--- src/rtl/aibndaux_detect_por_seq.sv ---
// aibndaux_detect_por_seq
// Multi-channel aux die-detect filter and partner-POR sequencer for the AIB aux bank.
// Raw detects are synchronised and debounced. A WAIT/HOLD/READY machine then releases
// dn_por to the partner once every enabled channel has been stably present for POR_HOLD cycles.
module aibndaux_detect_por_seq #(
    parameter int NCH      = 2,
    parameter int DEB_CNT  = 16,
    parameter int POR_HOLD = 64
) (
    input  logic           osc_clk,
    input  logic           osc_rst,
    input  logic [NCH-1:0] crdet_raw,
    input  logic [NCH-1:0] ch_en,
    input  logic           por_in,
    input  logic           clr_err,
    output logic [NCH-1:0] crete_det,
    output logic [NCH-1:0] dn_por_out,
    output logic           link_ready,
    output logic           det_lost,
    output logic [1:0]     state_o
);

    localparam int DW = $clog2(DEB_CNT + 1);
    localparam int HW = $clog2(POR_HOLD + 1);
    localparam logic [DW-1:0] DEB_LAST  = DW'(DEB_CNT - 1);
    localparam logic [HW-1:0] HOLD_LAST = HW'(POR_HOLD - 1);

    typedef enum logic [1:0] {
        ST_WAIT  = 2'b00,
        ST_HOLD  = 2'b01,
        ST_READY = 2'b10
    } state_t;

    logic [NCH-1:0] sync1;
    logic [NCH-1:0] sync2;
    state_t         state_q;
    state_t         state_d;
    logic [HW-1:0]  hold_cnt_q;
    logic [HW-1:0]  hold_cnt_d;
    logic           set_lost;
    logic           all_det;
    logic           any_en;

    // Two-flop synchroniser bringing the pad detects into the osc_clk domain
    always_ff @(posedge osc_clk) begin
        if (osc_rst) begin
            sync1 <= '0;
            sync2 <= '0;
        end else begin
            sync1 <= crdet_raw;
            sync2 <= sync1;
        end
    end

    for (genvar i = 0; i < NCH; i++) begin : g_deb
        logic [DW-1:0] cnt;
        logic          det_q;

        // A new detect level is accepted only after DEB_CNT consecutive differing samples
        always_ff @(posedge osc_clk) begin
            if (osc_rst) begin
                cnt   <= '0;
                det_q <= 1'b0;
            end else if (sync2[i] == det_q) begin
                cnt <= '0;
            end else if (cnt == DEB_LAST) begin
                det_q <= sync2[i];
                cnt   <= '0;
            end else begin
                cnt <= cnt + DW'(1);
            end
        end

        assign crete_det[i] = det_q;
    end

    // Disabled channels count as present so they never block link-up
    assign all_det = &(crete_det | ~ch_en);
    assign any_en  = |ch_en;

    // Next-state logic: a POR request or any loss of presence always falls back to WAIT
    always_comb begin
        state_d    = state_q;
        hold_cnt_d = hold_cnt_q;
        set_lost   = 1'b0;
        case (state_q)
            ST_WAIT: begin
                if (all_det && any_en && !por_in) begin
                    state_d    = ST_HOLD;
                    hold_cnt_d = '0;
                end
            end
            ST_HOLD: begin
                if (por_in || !all_det) begin
                    state_d = ST_WAIT;
                end else if (hold_cnt_q == HOLD_LAST) begin
                    state_d = ST_READY;
                end else begin
                    hold_cnt_d = hold_cnt_q + HW'(1);
                end
            end
            ST_READY: begin
                if (por_in || !any_en) begin
                    state_d = ST_WAIT;
                end else if (!all_det) begin
                    state_d  = ST_WAIT;
                    set_lost = 1'b1;
                end
            end
            default: begin
                state_d = ST_WAIT;
            end
        endcase
    end

    // State register with outputs registered from the next state so they move together
    always_ff @(posedge osc_clk) begin
        if (osc_rst) begin
            state_q    <= ST_WAIT;
            hold_cnt_q <= '0;
            dn_por_out <= '1;
            link_ready <= 1'b0;
        end else begin
            state_q    <= state_d;
            hold_cnt_q <= hold_cnt_d;
            dn_por_out <= {NCH{state_d != ST_READY}} | ~ch_en;
            link_ready <= (state_d == ST_READY);
        end
    end

    // Sticky loss flag; a new loss wins over a simultaneous clear
    always_ff @(posedge osc_clk) begin
        if (osc_rst) begin
            det_lost <= 1'b0;
        end else if (set_lost) begin
            det_lost <= 1'b1;
        end else if (clr_err) begin
            det_lost <= 1'b0;
        end
    end

    assign state_o = state_q;

endmodule

--- config.mk ---
export PLATFORM = sky130hd
export DESIGN_NAME = aibndaux_detect_por_seq
export DESIGN_NICKNAME = d
export VERILOG_FILES = /design/src/rtl/aibndaux_detect_por_seq.sv
export SDC_FILE = /design/constraint.sdc
export NUM_CORES = 1
export LEC_CHECK = 0
export BUFFER_PORTS_ARGS = -buffer_cell sky130_fd_sc_hd__buf_2
export CELL_PAD_IN_SITES_DETAIL_PLACEMENT = 1
export CELL_PAD_IN_SITES_GLOBAL_PLACEMENT = 2
export CORE_UTILIZATION = 38
export DETAILED_ROUTE_END_ITERATION = 12
export PLACE_DENSITY = 0.8
export SYNTH_ARGS = -nofsm -noshare
export SYNTH_HDL_FRONTEND = slang
export SYNTH_SLANG_ARGS = --single-unit
--- constraint.sdc ---
create_clock -name osc_clk -period 4.1 [get_ports osc_clk]
set_clock_uncertainty 0.15 [all_clocks]
set_input_delay 0.41 -clock osc_clk [delete_from_list [all_inputs] [get_ports osc_clk]]
set_output_delay 0.41 -clock osc_clk [all_outputs]
set_load 0.02 [all_outputs]
==> After elaboration in Yosys (flattened, before gate mapping) <==
Cells that the tools add are included.
{ "classes": {"addsub": 3, "mux": 15, "reduce_logical": 17, "multipliers": 0, "n_bitwise": 5, "magnitude_cmp": 0, "shift": 0, "eq_ne": 12, "n_div": 0} }
{ "ops": {"columns": ["cell", "n"], "rows": [
  ["$mux W7", 3],
  ["$pmux W7 S2", 1],
  ["$add A5 B1 Y5 const B", 2],
  ["$eq A5 B4 Y1 const B", 2],
  ["$mux W2", 5],
  ["$ne A2 B2 Y1 const B", 4],
  ["$add A7 B1 Y7 const B", 1],
  ["$eq A7 B6 Y1 const B", 1],
  ["$pmux W2 S3", 1],
  ["$reduce_and A2 Y1", 3],
  ["$reduce_or A3 Y1", 2],
  ["$mux W1", 5],
  ["$eq A2 B2 Y1 const B", 2],
  ["$or A2 B2 Y2", 2],
  ["$reduce_and A4 Y1", 1],
  ["$reduce_bool A2 Y1", 2],
  ["$logic_not A1 Y1", 3],
  ["$eq A1 B1 Y1", 2],
  ["$eq A2 B1 Y1 const B", 1],
  ["$logic_and A1 B1 Y1", 2],
  ["$logic_not A2 Y1", 1],
  ["$logic_or A1 B1 Y1", 2],
  ["$not A1 Y1", 2],
  ["$not A2 Y2", 1],
  ["$reduce_or A2 Y1", 1]
]} }
{ "totals": {"ramBits": 0, "register_bits": 29, "word_cells": 63, "romBits": 0, "mem_count": 0, "in_bits": 8, "out_inout_bits": 8, "latchBits": 0} }

==> Depth between registers and ports, before layout <==
Gate-level depths: netlist of run 1.
{ "logic_depth": {"ltp_word": 9, "mapped_depth": 5, "mapped_depth_nobuf": 5} }

==> Worst setup path before layout of run 1 <==
Ideal clock, no wire load.
{ "synth_path": {"path_type": "reg-to-reg", "startpoint": "register state_q[0] (netlist: state_o[0])", "endpoint": "register hold_cnt_q[5]", "n_path_buf": 0, "synth_period_minus_slack_ps": 1734, "stages_incl_launch_ff": 5, "required_ps": 3878, "arrival_time_ps": 1512, "setup_slack_ps": 2366, "cell_sequence": "dfxtp_1 > nor3b_4 > o31ai_4 > a2111oi_4 > mux2i_1"} }
{ "synth_between": {"elab_chain_len": 3} }
{ "synth_lines": {"columns": ["item", "line", "rtl"], "rows": [
  ["start, declared", "36", "state_t state_q;"],
  ["start signal, assigned", "124", "state_q <= state_d;"],
  ["$eq A2 B1 Y1 / $logic_not A2 Y1 (equally long branches)", "86", "case (state_q)"],
  ["$ne A2 B2 Y1 (no line) / $reduce_bool A2 Y1 (equally long branches)", null, null],
  ["$reduce_and A4 Y1 (no line)", null, null],
  ["end signal, assigned", "125", "hold_cnt_q <= hold_cnt_d;"],
  ["end, declared", "38", "logic [HW-1:0] hold_cnt_q;"]
]} }
Parallel ways exist; a longest one is shown, timed or not.
A chain may end at the register's enable or synchronous reset.

==> Final worst setup path of run 1 <==
Ends and elaborated chain as after synthesis.

==> results of run 1 <==
==> cells by family after synthesis <==
family	count (synthesis)	synth area share
mux	6	0.04720
xor+xnor	6	0.04130
simple gates	50	0.2094
flops	29	0.4562
fa+ha+maj	5	0.04916
buf+inv	10	0.04129
compound gates	19	0.1554
==> stage by stage <==
step                setup WS (ps)  area (µm²)  utilization  hold slack [ps]
floorplan                    2366        1272            -            263.8
finish                       2320        1424       0.4589            127.1
detailed placement           2201        1373       0.4423            273.6
global placement             2263        1373       0.4423            267.6
CTS                          2292        1424       0.4589            112.6
global route                 2149        1424       0.4589            108.9
==> cell type report <==
class,instances,share of cell area
clock buffer,6,0.02900
clock inverter,2,0.007030
inverter,6,0.01582
multi-input combinational,86,0.4490
sequential,29,0.4077
tap,44,0.03866
timing repair buffer,15,0.05272
==> cell usage in the layout (no fill, tap or decap) <==
master / instances
a2111oi_0: 1
a2111oi_2: 1
a2111oi_4: 1
a211o_2: 2
a211oi_1: 4
a21boi_1: 1
a21oi_1: 3
a32oi_1: 1
a41oi_2: 1
and3_1: 2
and4_1: 1
buf_2: 15
clkbuf_1: 1
clkbuf_4: 5
clkinv_2: 2
dfxtp_1: 29
ha_1: 5
inv_1: 6
mux2i_1: 6
nand2_1: 10
nand2b_1: 6
nand3_1: 5
nand3b_1: 1
nand4_1: 2
nand4b_1: 1
nor2_1: 13
nor2b_1: 5
nor3_1: 1
nor3b_4: 1
o21ba_2: 1
o221ai_1: 2
o31ai_4: 1
or3_1: 2
xnor2_1: 4
xor2_1: 2
==> state kept, by name (all words and copies together) (netlist names) <==
signal,flops
g_deb.cnt,10
sync1,2
g_deb.det_q,2
dn_por_out,2
sync2,2
hold_cnt_q,7
state_o,2
det_lost,1
link_ready,1
==> power breakdown <==
part | switching (mW) | total [mW] | internal (mW)
Combinational | 0.0158 | 0.0249 | 0.00916
Clock | 0.0998 | 0.165 | 0.0652
Sequential | 0.00222 | 0.287 | 0.285
==> critical path, cell delays in order, from the launching register on <==
cell,delay [ps]
dfxtp_1,470
nor3b_4,320
o31ai_4,170
a2111oi_4,400
mux2i_1,220
==> layer usage <==
metal / global-route usage / vias to the layer above / share of wire
met5: 0 / - / 0
met4: 0.06977 / 0 / 0.018
met3: 0.06061 / 6 / 0.031
met2: 0.3000 / 9 / 0.53
met1: 0.1765 / 457 / 0.42
li1: - / 476 / -
==> worst max path at each step <==
stage                       to  slack [ps]  cells after the start
6_report         hold_cnt_q[5]        2320                      4
5_1_grt          hold_cnt_q[5]        2150                      4
4_1_cts        g_deb[1].cnt[1]        2290                      5
3_5_place_dp     hold_cnt_q[2]        2200                      5
3_3_place_gp     hold_cnt_q[2]        2260                      5
2_1_floorplan    hold_cnt_q[5]        2370                      4
==> results by group, run 1 <==
Timing
  • Fmax: 561.8 MHz
  • Worst slew pin tran: between 400 and 500 ps
  • Final hold viol count: 0
  • Final setup viols: 0
  • RSZ-0062 raised after global routing: no
  • Headroom to the max-slew limit: 0.6660
  • Setup_tns: 0 ps
  • Slew Viols, Final: 0
  • Min cycle time layout: approximately 1800 ps
  • Final period util: 0.4341

Synthesis
  • Area contributors post-synth: dfxtp_1 (46%), ha_1 (4.9%), mux2i_1 (4.7%), nor2_1 (3.8%), nand2_1 (2.9%)
  • Mapped Cells: between 100 and 150
  • Avg Cell Area, Syn: roughly 10 µm²
  • #FFs+latches synth: 29
  • Commonest cells in the netlist: dfxtp_1 (29), nor2_1 (13), nand2_1 (10)
  • Post-synth net total: 138
  • Synth Warn #: 0
  • Synth top area share: 0.4562
  • Synth async-reset ratio: 0
  • Sequential share of the synthesized area: 0.4562
  • Post-synthesis cell area: between 1000 and 1500 µm²
  • Area leader, netlist: dfxtp_1
  • Dominant synthesized flop cell: dfxtp_1
  • EDFF count, synth: 0
  • Most common cell in the netlist: dfxtp_1
  • Synth cell types: 34

Floorplanning
  • # IOs: 16
  • Die Wd: 59.87 µm
  • Die area: ~3600 µm²
  • Row cnt: 20
  • Core region area: ~3100 µm²
  • Die height: around 60 µm
  • Starting Density: 0.4101

Worst hold path
  • Min-Delay Path Depth: 2
  • Hold Path End: dn_por_out[1]
  • Hold path start: ch_en[1]
  • Hold WC Path Type: in2reg

Setup path
  • Reg2Reg Capture Point: hold_cnt_q[5]
  • Critical path startpoint category: register
  • Largest fanout on the critical path: 7
  • CP required: 4210 ps
  • Reg2reg path depth: 4
  • CP arrival: 1890 ps
  • Internal reg-to-reg setup slack: 2320 ps
  • R2r startpoint: state_o[0]
  • WS Path Type: reg2reg
  • CP Launch Point: state_o[0]
  • Crit. End Element: register

Finish
  • Multi-input gate area: 639.4 µm²
  • Ant. Diodes: 0
  • Register area: between 500 and 600 µm²
  • Share of cells above drive strength 1: 0.2083
  • Final net count: ~160
  • Final non-filler cell total: 188
  • # fillers: about 380
  • Layout area overhead: 11.90%

Detailed routing
  • Vias/cell: 5.043
  • DR iter-0 viols: 11
  • Drt drc: 0
  • Antenna Nets Post-Route: 0
  • Vias: 948
  • Initial DRT Pass Iterations: 3
  • Drt wl/cell: 13.55 µm
  • DRT Wirelength: between 2 and 3 mm

Placement
  • Dpl cells: 180
  • Placed wire-length estimate: between 1.5 and 2 mm
  • PortBufs: 15
  • Placer Congestion: between 0.7 and 0.8

CTS
  • Setup bufs post-CTS: 0
  • CTS Buffer Depth: 2
  • Clock tree from TritonCTS: done
  • Later-pin clock latency in the skew report: around 320 ps
  • Hold buffers post-CTS: 0
  • Clock root buffer master: clkbuf_4
  • Reg clk slew, reported paths: 100 ps
  • Number of CTS-inserted buffers: 5
  • Clk sink count: 29
  • H-tree depth: 2
  • Post-CTS sizing: 0

Power
  • Maximum vdd drop: between 100 and 150 µV
  • Power per cell area: approximately 330 nW/µm²
  • Leak: about 0.50 nW
  • Total power: ~480 µW

Global routing
  • Number of global-route vias before repair: 994
  • First-pass GRT wire length: between 4 and 5 mm
  • Largest net degree at the start of global routing: 15
  • GRT overflow: 0
  • Antenna violations before repair: 0
  • GRT Overall Usage: 0.1679

Run
  • Max Cap Viol: 0

Outcome
  • Result of the run: complete, no violations
Power figures use the tool's default switching activity.
==> run 2, diff against run 1 <==
--- a/config.mk
+++ b/config.mk
@@ -8,9 +8,9 @@
 export BUFFER_PORTS_ARGS = -buffer_cell sky130_fd_sc_hd__buf_2
 export CELL_PAD_IN_SITES_DETAIL_PLACEMENT = 1
 export CELL_PAD_IN_SITES_GLOBAL_PLACEMENT = 2
-export CORE_UTILIZATION = 38
+export CORE_UTILIZATION = 35
 export DETAILED_ROUTE_END_ITERATION = 12
-export PLACE_DENSITY = 0.8
+export PLACE_DENSITY = 0.75
 export SYNTH_ARGS = -nofsm -noshare
 export SYNTH_HDL_FRONTEND = slang
 export SYNTH_SLANG_ARGS = --single-unit
==> constraint.sdc (replaced) <==
create_clock -name osc_clk -period 1.7 [get_ports osc_clk]
set_clock_uncertainty 0.15 [all_clocks]
set_input_delay 0.17 -clock osc_clk [delete_from_list [all_inputs] [get_ports osc_clk]]
set_output_delay 0.17 -clock osc_clk [all_outputs]
set_load 0.02 [all_outputs]
==> results by group, run 2 (same netlist as run 1, synthesis figures left out) <==
Finish
  • Largest reg by FF count: g_deb.cnt
  • Ant. Diodes: 0 (unchanged)
  • Share of cells above drive strength 1: 0.3837 (+0.1754)
  • Final net count: 184 (+18%)
  • Max FFs per register: 10 (unchanged)
  • # fillers: 388 (+1.0%)
  • Layout Utilization: 0.5187 (+0.05981)
  • Largest regs: g_deb.cnt: 10 flops, hold_cnt_q: 7 flops
  • Most frequent cells in the layout: dfxtp_1 (24), buf_4 (19), buf_2 (15)
  • Commonest non-fill, non-tap cell in the layout: dfxtp_1
  • Layout area overhead: 39.23%

Setup path
  • Cell family with most CP delay: compound AO/OA/AOI/OAI gates
  • Worst path max stage delay: 370 ps (-100 ps)
  • Slowest CP cell: dfxtp_2
  • WS Path Type: reg2reg
  • Critical path startpoint category: register
  • Bufs and invs on worst path: 1 (+1)
  • CP arrival: 1760 ps (-130 ps)
  • Largest fanout on the critical path: 7 (unchanged)
  • Crit. End Element: register
  • CP required: 1820 ps (-2390 ps)
  • Critical Path, Cell by Cell: nor3b_4 -> o31ai_4 -> buf_12 -> a211oi_1 -> mux2i_1

Floorplanning
  • Die area: 3881 µm² (+8.3%)
  • Core region area: 3416 µm² (+10%)
  • Die Wd: 62.30 µm (+4.1%)
  • Row cnt: 21 (+5.0%)
  • # IOs: 16 (unchanged)
  • Starting Density: 0.3725 (-0.03755)
  • Die height: 62.30 µm (+4.1%)

Outcome
  • Result of the run: complete, no violations

Detailed routing
  • Drt drc: 0 (unchanged)
  • Initial DRT Pass Iterations: 4 (+1)
  • DR iter-0 viols: 48 (+37)
  • Vias: 1,066 (+12%)
  • Vias/cell: 4.890 (-3.0%)
  • DRT Wirelength: 2.864 mm (+12%)
  • Antenna Nets Post-Route: 0 (unchanged)
  • Drt wl/cell: 13.14 µm (-3.0%)

Timing
  • Worst slew pin tran: 310.1 ps (-189.7 ps)
  • Fin Hold WS: 35.17 ps (-91.97 ps)
  • Setup_tns: 0 ps (unchanged)
  • Fmax: 610.7 MHz (+8.7%)
  • Headroom to the max-slew limit: 0.7879 (+0.1219)
  • RSZ-0062 raised after global routing: yes
  • Slew Viols, Final: 0 (unchanged)
  • Final hold viol count: 0 (unchanged)
  • Final setup viols: 0 (unchanged)
  • Min cycle time layout: 1638 ps (-142.4 ps)
  • Final worst slack: 62.45 ps (-2258 ps)
  • Final period util: 0.9633 (+0.5291)

CTS
  • Clock tree from TritonCTS: done
  • Reg clk slew, reported paths: 100 ps (about the same)
  • Later-pin clock latency in the skew report: 330 ps (about the same)
  • Clk sink count: 29 (unchanged)
  • Clock root buffer master: clkbuf_4
  • H-tree depth: 2 (unchanged)
  • Number of CTS-inserted buffers: 5 (unchanged)
  • CTS Buffer Depth: 2 (unchanged)

Placement
  • Placed wire-length estimate: 1.970 mm (+2.3%)
  • Placer Congestion: 0.7436 (+1.2%)
  • Place WS: -23.43 ps (-2224 ps)
  • PortBufs: 15 (unchanged)

Global routing
  • Antenna violations before repair: 0 (unchanged)
  • First-pass GRT wire length: 4.747 mm (+8.5%)
  • GRT overflow: 0 (unchanged)
  • Number of global-route vias before repair: 1,062 (+6.8%)
  • Largest net degree at the start of global routing: 15 (unchanged)
  • GRT Overall Usage: 0.1632 (-0.004715)

Power
  • Power per cell area: 790.9 nW/µm² (+140%)
  • Leak: 0.6718 nW (+34%)
  • Maximum vdd drop: 377.8 µV (+200%)

Run
  • Max Cap Viol: 0 (unchanged)

Worst hold path
  • Hold WC Path Type: in2reg
-- run 2: cell types whose count changed in the layout (fill, tap and decap cells not counted), sizes merged --
cell,change
dlygate4sd3,+5
bufinv,+1
clkinvlp,+1
buf,+23
clkinv,-2
-- run 2: worst paths after layout --
kind	from	to	slack, ps	depth (start not counted)
setup / recovery	state_o[0]	hold_cnt_q[3]	60	5
hold / removal	osc_rst	g_deb[0].det_q	40	2
setup reg to reg	state_o[0]	hold_cnt_q[3]	60	5
hold reg to reg	g_deb[1].cnt[0]	g_deb[1].cnt[0]	270	1
-- run 2: worst reg2reg max path: cells and delay by family, from the launching register on --
kind,cells,cell delay [ps]
AOI/OAI and AO/OA,2,410
buffers and inverters,1,150
DFF,1,370
muxes,1,210
and+or+nand+nor,1,280
-- run 2: layout make-up --
cell class,instances,area (µm²),share of cell area
Clock buffer,6,51.30,0.02895
Clock inverter,2,37.54,0.02119
Inverter,6,22.52,0.01271
Multi-Input combinational cell,86,685.7,0.3870
Sequential cell,29,586.8,0.3312
Tap cell,46,57.56,0.03249
Timing Repair Buffer,43,330.3,0.1864
-- run 2: routing by layer --
metal	up-vias	wire length (µm)	track usage
met1	510	1263	0.1761
met3	4	119	0.06985
li1	532	-	-
met5	-	0	0
met2	20	1413	0.2679
met4	0	68	0.09012
-- run 2: power breakdown --
group	internal, mW	switching (mW)	leakage [nW]
sequential	0.687	0.00438	0.237
combinational	0.0529	0.0499	0.390
clock	0.349	0.258	0.0445
total	1.09	0.312	0.672
-- run 2: stage by stage --
step | power, mW | std cells | instance area (µm²)
detailed placement | 0.7880 | 202 | 1539
floorplan | 0.7483 | 125 | 1274
global route | 1.478 | 218 | 1772
finish | 1.401 | 218 | 1772
global placement | 0.7857 | 202 | 1539
CTS | 1.420 | 215 | 1688
-- run 2: repair_timing --
item,in CTS,in global routing
setup buffers,0,3
pin swaps,0,6
resized for setup,2,13
hold buffers,5,0
setup endpoints to repair,10,18
hold endpoints to repair,5,0
==> run 3, diff against run 2 <==
--- a/config.mk
+++ b/config.mk
@@ -9,8 +9,10 @@
 export CELL_PAD_IN_SITES_DETAIL_PLACEMENT = 1
 export CELL_PAD_IN_SITES_GLOBAL_PLACEMENT = 2
 export CORE_UTILIZATION = 35
+export CTS_BUF_LIST = sky130_fd_sc_hd__clkbuf_16
 export DETAILED_ROUTE_END_ITERATION = 12
 export PLACE_DENSITY = 0.75
+export RECOVER_POWER = 100
 export SYNTH_ARGS = -nofsm -noshare
 export SYNTH_HDL_FRONTEND = slang
 export SYNTH_SLANG_ARGS = --single-unit
==> results by group, run 3 (same netlist as run 1, synthesis figures left out) <==
Setup path
  • Largest fanout on the critical path: 2 (-5)
  • Crit. End Element: register
  • Internal reg-to-reg setup slack: 30 ps (-30 ps)
  • WS Path Type: reg2reg
  • CP arrival: 1640 ps (-120 ps)
  • Reg2Reg Capture Point: state_o[1]
  • Reg2reg path depth: 5 (unchanged)
  • R2r startpoint: hold_cnt_q[1]
  • CP required: 1670 ps (-150 ps)
  • Critical path startpoint category: register

Finish
  • Fin area: 1808 µm² (+2.0%)
  • Final net count: 182 (-1.1%)
  • Commonest non-fill, non-tap cell in the layout: dfxtp_1
  • Most frequent cells in the layout: dfxtp_1 (27), buf_4 (19), nor2_1 (12)
  • Max FFs per register: 10 (unchanged)
  • Layout area overhead: 42.08%
  • Final non-filler cell total: 216 (-0.92%)
  • Largest reg by FF count: g_deb.cnt
  • Register area: 585.6 µm² (-0.21%)
  • Layout Utilization: 0.5293 (+0.01062)
  • Share of cells above drive strength 1: 0.3118 (-0.07196)
  • Multi-input gate area: 683.2 µm² (-0.37%)
  • # fillers: 405 (+4.4%)
  • Ant. Diodes: 0 (unchanged)
  • Largest regs: g_deb.cnt: 10 flops, hold_cnt_q: 7 flops

Outcome
  • Result of the run: complete, no violations

Floorplanning
  • Die area: 3881 µm² (unchanged)
  • Starting Density: 0.3725 (unchanged)
  • Core region area: 3416 µm² (unchanged)
  • Die Wd: 62.30 µm (unchanged)
  • Die height: 62.30 µm (unchanged)
  • # IOs: 16 (unchanged)
  • Row cnt: 21 (unchanged)

Timing
  • Slew Viols, Final: 0 (unchanged)
  • Headroom to the max-slew limit: 0.6995 (-0.08839)
  • Final worst slack: 28.94 ps (-33.51 ps)
  • Fmax: 598.4 MHz (-2.0%)
  • Final setup viols: 0 (unchanged)
  • Fin Hold WS: 31.63 ps (-3.539 ps)
  • Min cycle time layout: 1671 ps (+33.51 ps)
  • Final period util: 0.9830 (+0.01971)
  • Setup_tns: 0 ps (unchanged)
  • Worst slew pin tran: 449.6 ps (+139.5 ps)
  • Final hold viol count: 0 (unchanged)

Placement
  • PortBufs: 15 (unchanged)
  • Place WS: -23.43 ps (unchanged)
  • Dpl cell area: 1539 µm² (unchanged)
  • Placed wire-length estimate: 1.970 mm (unchanged)
  • Placer Congestion: 0.7436 (unchanged)
  • Dpl cells: 202 (unchanged)

CTS
  • Reg clk slew, reported paths: 50 ps (-50 ps)
  • Clock tree from TritonCTS: done
  • Later-pin clock latency in the skew report: 270 ps (-60 ps)
  • Clk sink count: 29 (unchanged)
  • Clock root buffer master: clkbuf_16
  • CTS Buffer Depth: 2 (unchanged)
  • H-tree depth: 2 (unchanged)
  • Number of CTS-inserted buffers: 5 (unchanged)

Worst hold path
  • Min-Delay Path Depth: 3 (+1)
  • Hold WC Path Type: in2reg
  • Hold Path End: det_lost
  • Hold path start: clr_err

Global routing
  • GRT Overall Usage: 0.1671 (+0.003894)
  • Largest net degree at the start of global routing: 15 (unchanged)
  • GRT overflow: 0 (unchanged)
  • Antenna violations before repair: 0 (unchanged)
  • First-pass GRT wire length: 4.836 mm (+1.9%)
  • Number of global-route vias before repair: 1,118 (+5.3%)

Detailed routing
  • DRT Wirelength: 2.943 mm (+2.8%)
  • Vias: 1,053 (-1.2%)
  • Drt drc: 0 (unchanged)
  • Initial DRT Pass Iterations: 4 (unchanged)
  • Vias/cell: 4.875 (-0.30%)
  • Drt wl/cell: 13.63 µm (+3.7%)
  • DR iter-0 viols: 38 (-21%)
  • Antenna Nets Post-Route: 0 (unchanged)

Power
  • Power per cell area: 982.6 nW/µm² (+24%)
  • Leak: 0.6607 nW (-1.6%)
  • Maximum vdd drop: 489.7 µV (+30%)
  • Total power: 1.776 mW (+27%)

Run
  • Max Cap Viol: 0 (unchanged)
run 3: report_power, final:
group          total, mW  leakage, nW  switching, mW  internal [mW]
logic             0.0956        0.347         0.0491         0.0464
clock network      0.989       0.0775          0.305          0.684
registers          0.692        0.236        0.00456          0.687
run 3: routing by layer:
metal,global-route usage,share of wire
met3,0.06434,0.030
met5,0,0
met2,0.2775,0.50
met1,0.1716,0.45
met4,0.1192,0.017
run 3: how the worst max path moves through the flow:
stage / startpoint / end / slack, ps / depth (start not counted)
6_report: hold_cnt_q[1] / state_o[1] / 30 / 5
5_1_grt: hold_cnt_q[1] / state_o[1] / -50 / 5
4_1_cts: state_o[1] / hold_cnt_q[2] / 10 / 4
3_5_place_dp: g_deb[1].cnt[0] / g_deb[1].cnt[2] / -20 / 5
3_3_place_gp: g_deb[0].cnt[0] / g_deb[0].cnt[3] / 30 / 5
2_1_floorplan: state_o[1] / hold_cnt_q[5] / 60 / 4
run 3: final cells by class:
cell class	count	share of cell area
multi-input combinational	86	0.3779
sequential	29	0.3239
timing repair buffer	41	0.1619
clock buffer	5	0.06920
tap	46	0.03183
clock inverter	3	0.02284
inverter	6	0.01246
run 3: critical path, stage by stage, from the launching register on:
cell and delay (ps):
dfxtp_1 360, ha_1 200, buf_4 130, nor2b_1 120, a32oi_1 160, a2111oi_1 400
run 3: what timing repair did:
| item | in CTS | in global routing |
|---|---|---|
| hold endpoints to repair | 4 | 0 |
| hold buffers | 4 | 0 |
| buffers inserted | 0 | 2 |
| pin swaps | 1 | 4 |
| gates resized for setup | 2 | 9 |
| endpoints found under the setup margin | 10 | 13 |
